<file path="config.mk">
export PLATFORM = sky130hd
export DESIGN_NAME = branch_predict_unit_flat
export DESIGN_NICKNAME = d
export VERILOG_FILES = /design/src/rtl/branch_predict_unit_if.sv /design/src/rtl/branch_predict_unit.sv /design/src/flat_wrapper.sv
export SDC_FILE = /design/constraint.sdc
export NUM_CORES = 1
export LEC_CHECK = 0
export ABC_AREA = 1
export ABC_CLOCK_PERIOD_IN_PS = 3840
export CAP_MARGIN = 5
export CORE_MARGIN = 4
export CORE_UTILIZATION = 36
export DETAILED_ROUTE_END_ITERATION = 8
export GPL_TIMING_DRIVEN = 0
export PLACE_DENSITY_LB_ADDON = 0.25
export SETUP_SLACK_MARGIN = 0.3
export SYNTH_ARGS = -nofsm -noshare
export SYNTH_HDL_FRONTEND = slang
export SYNTH_SLANG_ARGS = --single-unit
</file>
<file path="constraint.sdc">
create_clock -name clk -period 3.84 [get_ports clk]
set_clock_uncertainty 0.1 [all_clocks]
set_input_delay 0.384 -clock clk [delete_from_list [all_inputs] [get_ports clk]]
set_output_delay 0.384 -clock clk [all_outputs]
set_load 0.05 [all_outputs]
</file>
<file path="src/rtl/branch_predict_unit_if.sv">
// branch_predict_unit_if
//   Groups the fetch-side lookup, the execute-side resolution and the
//   statistics outputs of the branch predictor.
//   Parameter: XLEN - PC / address width.
//   Modports:
//     master - pipeline side: drives fetch_pc and the ex_* resolution fields,
//              receives predict_taken, hit, flush, miss_address and the counts.
//     slave  - predictor side (branch_predict_unit).
interface branch_predict_unit_if #(
  parameter int XLEN = 32
);
  logic [XLEN-1:0] fetch_pc;
  logic            predict_taken;
  logic            ex_valid;
  logic [XLEN-1:0] ex_pc;
  logic            ex_pred;
  logic            ex_taken;
  logic [XLEN-1:0] ex_target;
  logic [XLEN-1:0] ex_fallthrough;
  logic            hit;
  logic            flush;
  logic [XLEN-1:0] miss_address;
  logic [31:0]     branch_count;
  logic [31:0]     miss_count;

  modport master (
    output fetch_pc, ex_valid, ex_pc, ex_pred, ex_taken, ex_target, ex_fallthrough,
    input  predict_taken, hit, flush, miss_address, branch_count, miss_count
  );

  modport slave (
    input  fetch_pc, ex_valid, ex_pc, ex_pred, ex_taken, ex_target, ex_fallthrough,
    output predict_taken, hit, flush, miss_address, branch_count, miss_count
  );
endinterface

</file>
<file path="src/rtl/branch_predict_unit.sv">
// branch_predict_unit
//   Direct-mapped table of saturating counters indexed by the low PC bits
//   (no tags, so aliasing PCs share a counter). Fetch reads the counter MSB
//   combinationally; the execute stage resolves branches, reports hit/flush
//   and the redirect address combinationally, and trains the table on the
//   next rising edge.
//   Parameters: XLEN (address width), ENTRIES (power of two, >= 2),
//               CTR_BITS (counter width, >= 1).
//   Ports:
//     clk - clock, rising edge
//     rst - synchronous active-high reset (table to weakly not-taken,
//           counts to 0; wins over a same-cycle update)
//     bp  - branch_predict_unit_if.slave, see the interface file
//   Optional feature: define BP_STATS_EN to build saturating 32-bit
//   resolved-branch and misprediction counters; otherwise both counts
//   are tied to 0.
module branch_predict_unit #(
  parameter int XLEN     = 32,
  parameter int ENTRIES  = 16,
  parameter int CTR_BITS = 2
) (
  input  logic                  clk,
  input  logic                  rst,
  branch_predict_unit_if.slave  bp
);
  localparam int IDX_W = $clog2(ENTRIES);
  localparam logic [CTR_BITS-1:0] CTR_MAX = '1;
  localparam logic [CTR_BITS-1:0] CTR_RST = CTR_BITS'((1 << (CTR_BITS - 1)) - 1);

  logic [CTR_BITS-1:0] r_table [ENTRIES];

  logic [IDX_W-1:0] w_fetch_idx;
  logic [IDX_W-1:0] w_ex_idx;
  logic             w_flush;
  logic             w_unused;

  assign w_fetch_idx = bp.fetch_pc[IDX_W-1:0];
  assign w_ex_idx    = bp.ex_pc[IDX_W-1:0];
  // Upper PC bits are deliberately ignored (no tag check).
  assign w_unused    = ^{bp.fetch_pc[XLEN-1:IDX_W], bp.ex_pc[XLEN-1:IDX_W]};

  // Read returns the pre-update value when fetch and update hit one index.
  assign bp.predict_taken = r_table[w_fetch_idx][CTR_BITS-1];

  assign w_flush         = bp.ex_valid & (bp.ex_pred ^ bp.ex_taken);
  assign bp.flush        = w_flush;
  assign bp.hit          = bp.ex_valid & ~(bp.ex_pred ^ bp.ex_taken);
  // Predicted not-taken but taken -> go to target; the reverse -> fall through.
  assign bp.miss_address = bp.ex_pred ? bp.ex_fallthrough : bp.ex_target;

  always_ff @(posedge clk) begin
    if (rst) begin
      for (int i = 0; i < ENTRIES; i++) begin
        r_table[i] <= CTR_RST;
      end
    end else if (bp.ex_valid) begin
      if (bp.ex_taken) begin
        if (r_table[w_ex_idx] != CTR_MAX) begin
          r_table[w_ex_idx] <= r_table[w_ex_idx] + CTR_BITS'(1);
        end
      end else begin
        if (r_table[w_ex_idx] != '0) begin
          r_table[w_ex_idx] <= r_table[w_ex_idx] - CTR_BITS'(1);
        end
      end
    end
  end

`ifdef BP_STATS_EN
  logic [31:0] r_branch_count;
  logic [31:0] r_miss_count;

  always_ff @(posedge clk) begin
    if (rst) begin
      r_branch_count <= '0;
      r_miss_count   <= '0;
    end else begin
      if (bp.ex_valid && (r_branch_count != 32'hFFFF_FFFF)) begin
        r_branch_count <= r_branch_count + 32'd1;
      end
      if (w_flush && (r_miss_count != 32'hFFFF_FFFF)) begin
        r_miss_count <= r_miss_count + 32'd1;
      end
    end
  end

  assign bp.branch_count = r_branch_count;
  assign bp.miss_count   = r_miss_count;
`else
  assign bp.branch_count = '0;
  assign bp.miss_count   = '0;
`endif
endmodule

</file>
<file path="src/flat_wrapper.sv">
// flat-port wrapper written by rule: the top's interface ports become plain ports
module branch_predict_unit_flat 
#(
  parameter int XLEN     = 32,
  parameter int ENTRIES  = 16,
  parameter int CTR_BITS = 2
)
  (clk, rst, bp_fetch_pc, bp_ex_valid, bp_ex_pc, bp_ex_pred, bp_ex_taken, bp_ex_target, bp_ex_fallthrough, bp_predict_taken, bp_hit, bp_flush, bp_miss_address, bp_branch_count, bp_miss_count);
  branch_predict_unit_if #(.XLEN(XLEN)) bp_i ();
  input  logic clk;
  input  logic rst;
  input wire logic [$bits(bp_i.fetch_pc)-1:0] bp_fetch_pc;
  input wire logic [$bits(bp_i.ex_valid)-1:0] bp_ex_valid;
  input wire logic [$bits(bp_i.ex_pc)-1:0] bp_ex_pc;
  input wire logic [$bits(bp_i.ex_pred)-1:0] bp_ex_pred;
  input wire logic [$bits(bp_i.ex_taken)-1:0] bp_ex_taken;
  input wire logic [$bits(bp_i.ex_target)-1:0] bp_ex_target;
  input wire logic [$bits(bp_i.ex_fallthrough)-1:0] bp_ex_fallthrough;
  output wire logic [$bits(bp_i.predict_taken)-1:0] bp_predict_taken;
  output wire logic [$bits(bp_i.hit)-1:0] bp_hit;
  output wire logic [$bits(bp_i.flush)-1:0] bp_flush;
  output wire logic [$bits(bp_i.miss_address)-1:0] bp_miss_address;
  output wire logic [$bits(bp_i.branch_count)-1:0] bp_branch_count;
  output wire logic [$bits(bp_i.miss_count)-1:0] bp_miss_count;
  assign bp_i.fetch_pc = bp_fetch_pc;
  assign bp_i.ex_valid = bp_ex_valid;
  assign bp_i.ex_pc = bp_ex_pc;
  assign bp_i.ex_pred = bp_ex_pred;
  assign bp_i.ex_taken = bp_ex_taken;
  assign bp_i.ex_target = bp_ex_target;
  assign bp_i.ex_fallthrough = bp_ex_fallthrough;
  assign bp_predict_taken = bp_i.predict_taken;
  assign bp_hit = bp_i.hit;
  assign bp_flush = bp_i.flush;
  assign bp_miss_address = bp_i.miss_address;
  assign bp_branch_count = bp_i.branch_count;
  assign bp_miss_count = bp_i.miss_count;
  branch_predict_unit #(.XLEN(XLEN), .ENTRIES(ENTRIES), .CTR_BITS(CTR_BITS)) u_core (.clk(clk), .rst(rst), .bp(bp_i));
endmodule
</file>
Word level (Yosys, flattened, before mapping)
Memory sizes are Yosys's and may differ from the RTL's. Cells that the tools add are included.

$add $sub $neg: 2. $mul: 0. Div/mod/pow operators: 0. Order comparisons: 0. Equality and inequality tests: 1. Shift-type cells: 0. Muxes and demuxes: 17. Bitwise gates (word level): 5. Reductions and logical operators: 2.

Operator list (number): $mux 32 (1); $mux 1 (13); $mux 2 (2); $mux 4 (1); $add 2x1->2 const B (1); $and 1x1->1 (2); $ne 2x2->1 const B (1); $reduce_bool 2->1 (1); $reduce_or 2->1 (1); $sub 2x1->2 const B (1); $not 1->1 (1); $or 1x1->1 (1); $xor 1x1->1 (1).

Bits in registers: 0. Bits in latches: 0. Memory bits (writable): 32. ROM bits: 0. Input port bits: 133. Word-level logic and storage cells: 28. Memories kept: 1.

Memory list: u_core.r_table (depth 16, width 2, read ports 2, clocked after memory_dff 0, wr ports 16, RTL line branch_predict_unit.sv:30) `logic [CTR_BITS-1:0] r_table [ENTRIES];`.

Longest topological paths before layout
An unclocked memory read counts as a cell.

Depth in word-level cells: 10. Depth in mapped cells: 17. Gate-level depth less buffers: 14.

Worst setup path after synthesis
Ideal clock, no wire load.

Path type: input-to-reg. From: input port bp_ex_pc[0]. To: memory u_core.r_table[9][0] (enable). Library setup time: 0.298 ns. Arrival: 1.545 ns. Data required time: 3.442 ns. Slack: 1.898 ns. Stages: 16. Buffers on the path: 3. Cells stage by stage: buf_6 inv_4 buf_6 nand2_1 nand2_1 nand2_1 nand2_1 nand2_1 nand2_1 nor2_1 nand2_2 nand2_2 nand2_4 buf_6 nand2_1 nand2_1.

RTL lines: from (decl) (RTL line flat_wrapper.sv:14) `input wire logic [$bits(bp_i.ex_pc)-1:0] bp_ex_pc;`; to (decl) (RTL line branch_predict_unit.sv:30).

Final worst setup path
From: input port bp_fetch_pc[0]. To: output port bp_predict_taken.

Word-level cells in the longest chain between the ends: 1.

Ends and longest elaborated chain: from (decl) (RTL line flat_wrapper.sv:12) `input wire logic [$bits(bp_i.fetch_pc)-1:0] bp_fetch_pc;`; $mem_v2 16x2; to (decl) (RTL line flat_wrapper.sv:19) `output wire logic [$bits(bp_i.predict_taken)-1:0] bp_predict_taken;`.

No other way between the ends.

==> flow_metrics.py <==
metrics = {
    "status": {
        "outcome": "finished clean",
    },
    "placed_design": {
        "dp_hpwl_um": 7680,
        "portBuffers": 109,
        "routabilityCongestion": 0.907,
        "place_ws_ps": 719,
    },
    "final_layout": {
        "layout-drive-gt1-share_pct": 21.7,
        "regMostFlops": "u_core.r_table",
        "diodes": 0,
        "reg_top3": "u_core.r_table (32)",
        "syn2layout_area_growth_pct": 54.1,
        "largest_register_ff_count": 32,
        "final_nets": 685,
    },
    "power": {
        "leakagePower_nw": 2.07,
        "finalPower_mw": 1.32,
        "power_density_nw_per_um2": 297,
        "combinationalPowerShare_pct": 46.2,
        "netSwitchingFraction_pct": 39.1,
        "intPower_mw": 0.806,
        "p_switching_mw": 0.517,
        "power_frac_seq_pct": 30.0,
        "vdd_drop_max_uv": 121,
        "clkPwrFrac_pct": 23.8,
    },
    "global_route": {
        "grt_pass1_wl_um": 13900,
        "globalRouteOverflowTotal": 0,
        "grt_max_degree": 11,
        "first_global_vias": 2760,
        "grt_usage_pct": 18.6,
        "antenna_found_initial": 0,
    },
    "yosys": {
        "synth_xor_area_share_pct": 0.303,
        "synthAdderAreaFrac_pct": 0,
        "yosys.cell_types.count": 24,
        "muxShareOfSynthArea_pct": 13.9,
        "yosysSeqAreaShare_pct": 33.3,
        "synth_top_family_by_area": "simple AND/OR/NAND/NOR gates",
        "netlist_instances": 373,
        "synth_seq_cells": 32,
        "yosys.area_share.simple_pct": 26.7,
        "synth_compound_area_share_pct": 2.77,
        "ys_warn_count": 0,
        "syn_area_sq_um": 2890,
        "postSynthAreaPerCell_sq_um": 7.74,
    },
    "drt": {
        "dr.pass1.iters": 5,
        "viasPerCell": 4.31,
        "wl_per_cell_um": 14.0,
        "via_count": 2824,
        "drt.antenna.violating_nets": 0,
        "drtIter0Drc": 171,
        "routed_wl_um": 9150,
        "drc": 0,
    },
    "sta": {
        "fmax_ghz": 0.317,
        "setup_viol": 0,
        "post-route-period-util_pct": 82.2,
        "relSlewSlack_pct": 59.9,
        "rsz0062_at_grt": "no",
        "setup_ws_ps": 682,
        "fin_crit_ps": 3160,
        "tightestPinTransition_ps": 600,
        "hold_viol": 0,
        "finalSetupTns_ps": 0,
        "slew_viol_final": 0,
    },
    "die": {
        "io_pins": 232,
        "die_w_um": 97.5,
        "core_area_sq_um": 7770,
        "initial_utilization_pct": 37.2,
        "rows": 32,
        "die_h_um": 97.5,
        "dieArea_sq_um": 9520,
    },
    "critical_path": {
        "worstPathRequired_ps": 3360,
        "arrival_ps": 2670,
        "cp-end-kind": "primary output",
        "r2r-start": "u_core.r_table[9][0]",
        "crit_fanout": 10,
        "crit_path_start_kind": "input pin",
        "crit_path_start": "bp_fetch_pc[0]",
        "worstSetupPathType": "in -> out",
    },
    "min_path": {
        "holdCritStartpoint": "bp_ex_pc[0]",
        "hold_path.class": "in -> reg",
    },
    "clock_tree": {
        "postCtsResizedCells": 0,
        "cts-root-buf": "clkbuf_8",
        "cts_buffer_depth": 2,
        "htreeDepth": 2,
        "cts_made_buffers": 5,
        "cts_tree": "built",
        "clkLatencyLatePin_ps": 280,
        "clk_pin_slew_ps": 60,
        "ctsHoldBuffers": 0,
        "cts_setup_buffers": 0,
        "cts.sinks": 32,
    },
    "run": {
        "cap_violations": 0,
    },
}
## per-stage QoR
step	std cells	util, %	hold WS [ps]	instance area, sq um
2_1_floorplan	436	-	584	3120
3_3_place_gp	647	55.9	966	4340
3_5_place_dp	647	55.9	972	4340
4_1_cts	655	57.3	763	4450
5_1_grt	655	57.3	798	4450
6_report	655	57.3	780	4450
## worst max-delay path, cell delays in order
cell,delay (ps)
clkdlybuf4s50_1,560
buf_1,410
mux2i_1,150
o211ai_1,190
o211ai_1,100
nand2_1,70
clkdlybuf4s50_1,790
## power groups by stage
stage | combinational (mW) | sequential (mW) | clock (mW)
3_5_place_dp | 0.609 | 0.404 | 0
5_1_grt | 0.644 | 0.398 | 0.331
2_1_floorplan | 0.431 | 0.402 | 0
6_report | 0.612 | 0.397 | 0.314
3_3_place_gp | 0.605 | 0.404 | 0
4_1_cts | 0.610 | 0.397 | 0.313
## cell usage after synthesis (all sizes together)
library cell  number  area [sq um]
clkbuf             6          22.5
o211ai             4          30.0
nor2              38           143
and3               1          6.26
buf               73           558
inv               20          77.6
mux2              32           360
nand2            131           514
nand3             18           103
a21oi              4          20.0
conb               1          3.75
mux2i              4          40.0
o21ai              6          30.0
xnor2              1          8.76
clkinv             1          3.75
nor3               1          5.00
edfxtp            32           961
## metal layers
layer  vias up  global-route usage, %  wire length [um]
met5         -                      0                 0
met4         0                   7.77               308
met3        16                   5.24               836
met2       146                   36.7              4940
met1      1236                   17.6              3060
li1       1426                      -                 -
## cells in the final DEF (no fill, tap or decap)
master / n
nand2_4: 1
edfxtp_1: 32
bufinv_16: 1
nand2_1: 124
nand3_1: 17
mux2i_1: 4
and3_1: 1
clkbuf_8: 5
nand2_2: 6
inv_4: 1
nor3_1: 1
o21ai_0: 6
buf_6: 5
conb_1: 64
clkbuf_1: 7
nor2_1: 38
inv_1: 19
a21oi_1: 4
buf_1: 1
mux2_2: 32
clkinv_1: 1
buf_2: 2
nand3_4: 1
clkinv_2: 1
xnor2_1: 1
o211ai_1: 4
clkdlybuf4s50_1: 109
buf_4: 65
## worst paths after layout
kind | slack (ps) | depth (start not counted) | endpoint
setup / recovery | 680 | 7 | bp_predict_taken
setup reg to reg | 1840 | 14 | u_core.r_table[11][0]
hold / removal | 780 | 5 | u_core.r_table[11][0]
hold reg to reg | 980 | 9 | u_core.r_table[2][0]
## cells by family after synthesis
group	after synthesis
DFF	32
buffers and inverters	100
muxes	36
other	1
xor gates and xnor gates	1
AOI/OAI and AO/OA	14
and+or+nand+nor	189
## cell type report
type | count | area [sq um]
multi-input cells | 304 | 1500
flip-flops and latches | 32 | 961
clock inverters | 2 | 35.0
inverters | 21 | 81.3
clock buffers | 6 | 72.6
fillers | 728 | 3320
well taps | 102 | 128
plain buffers | 79 | 581
repair buffers | 109 | 1090
Note: power is estimated with default switching activity, not from simulation.
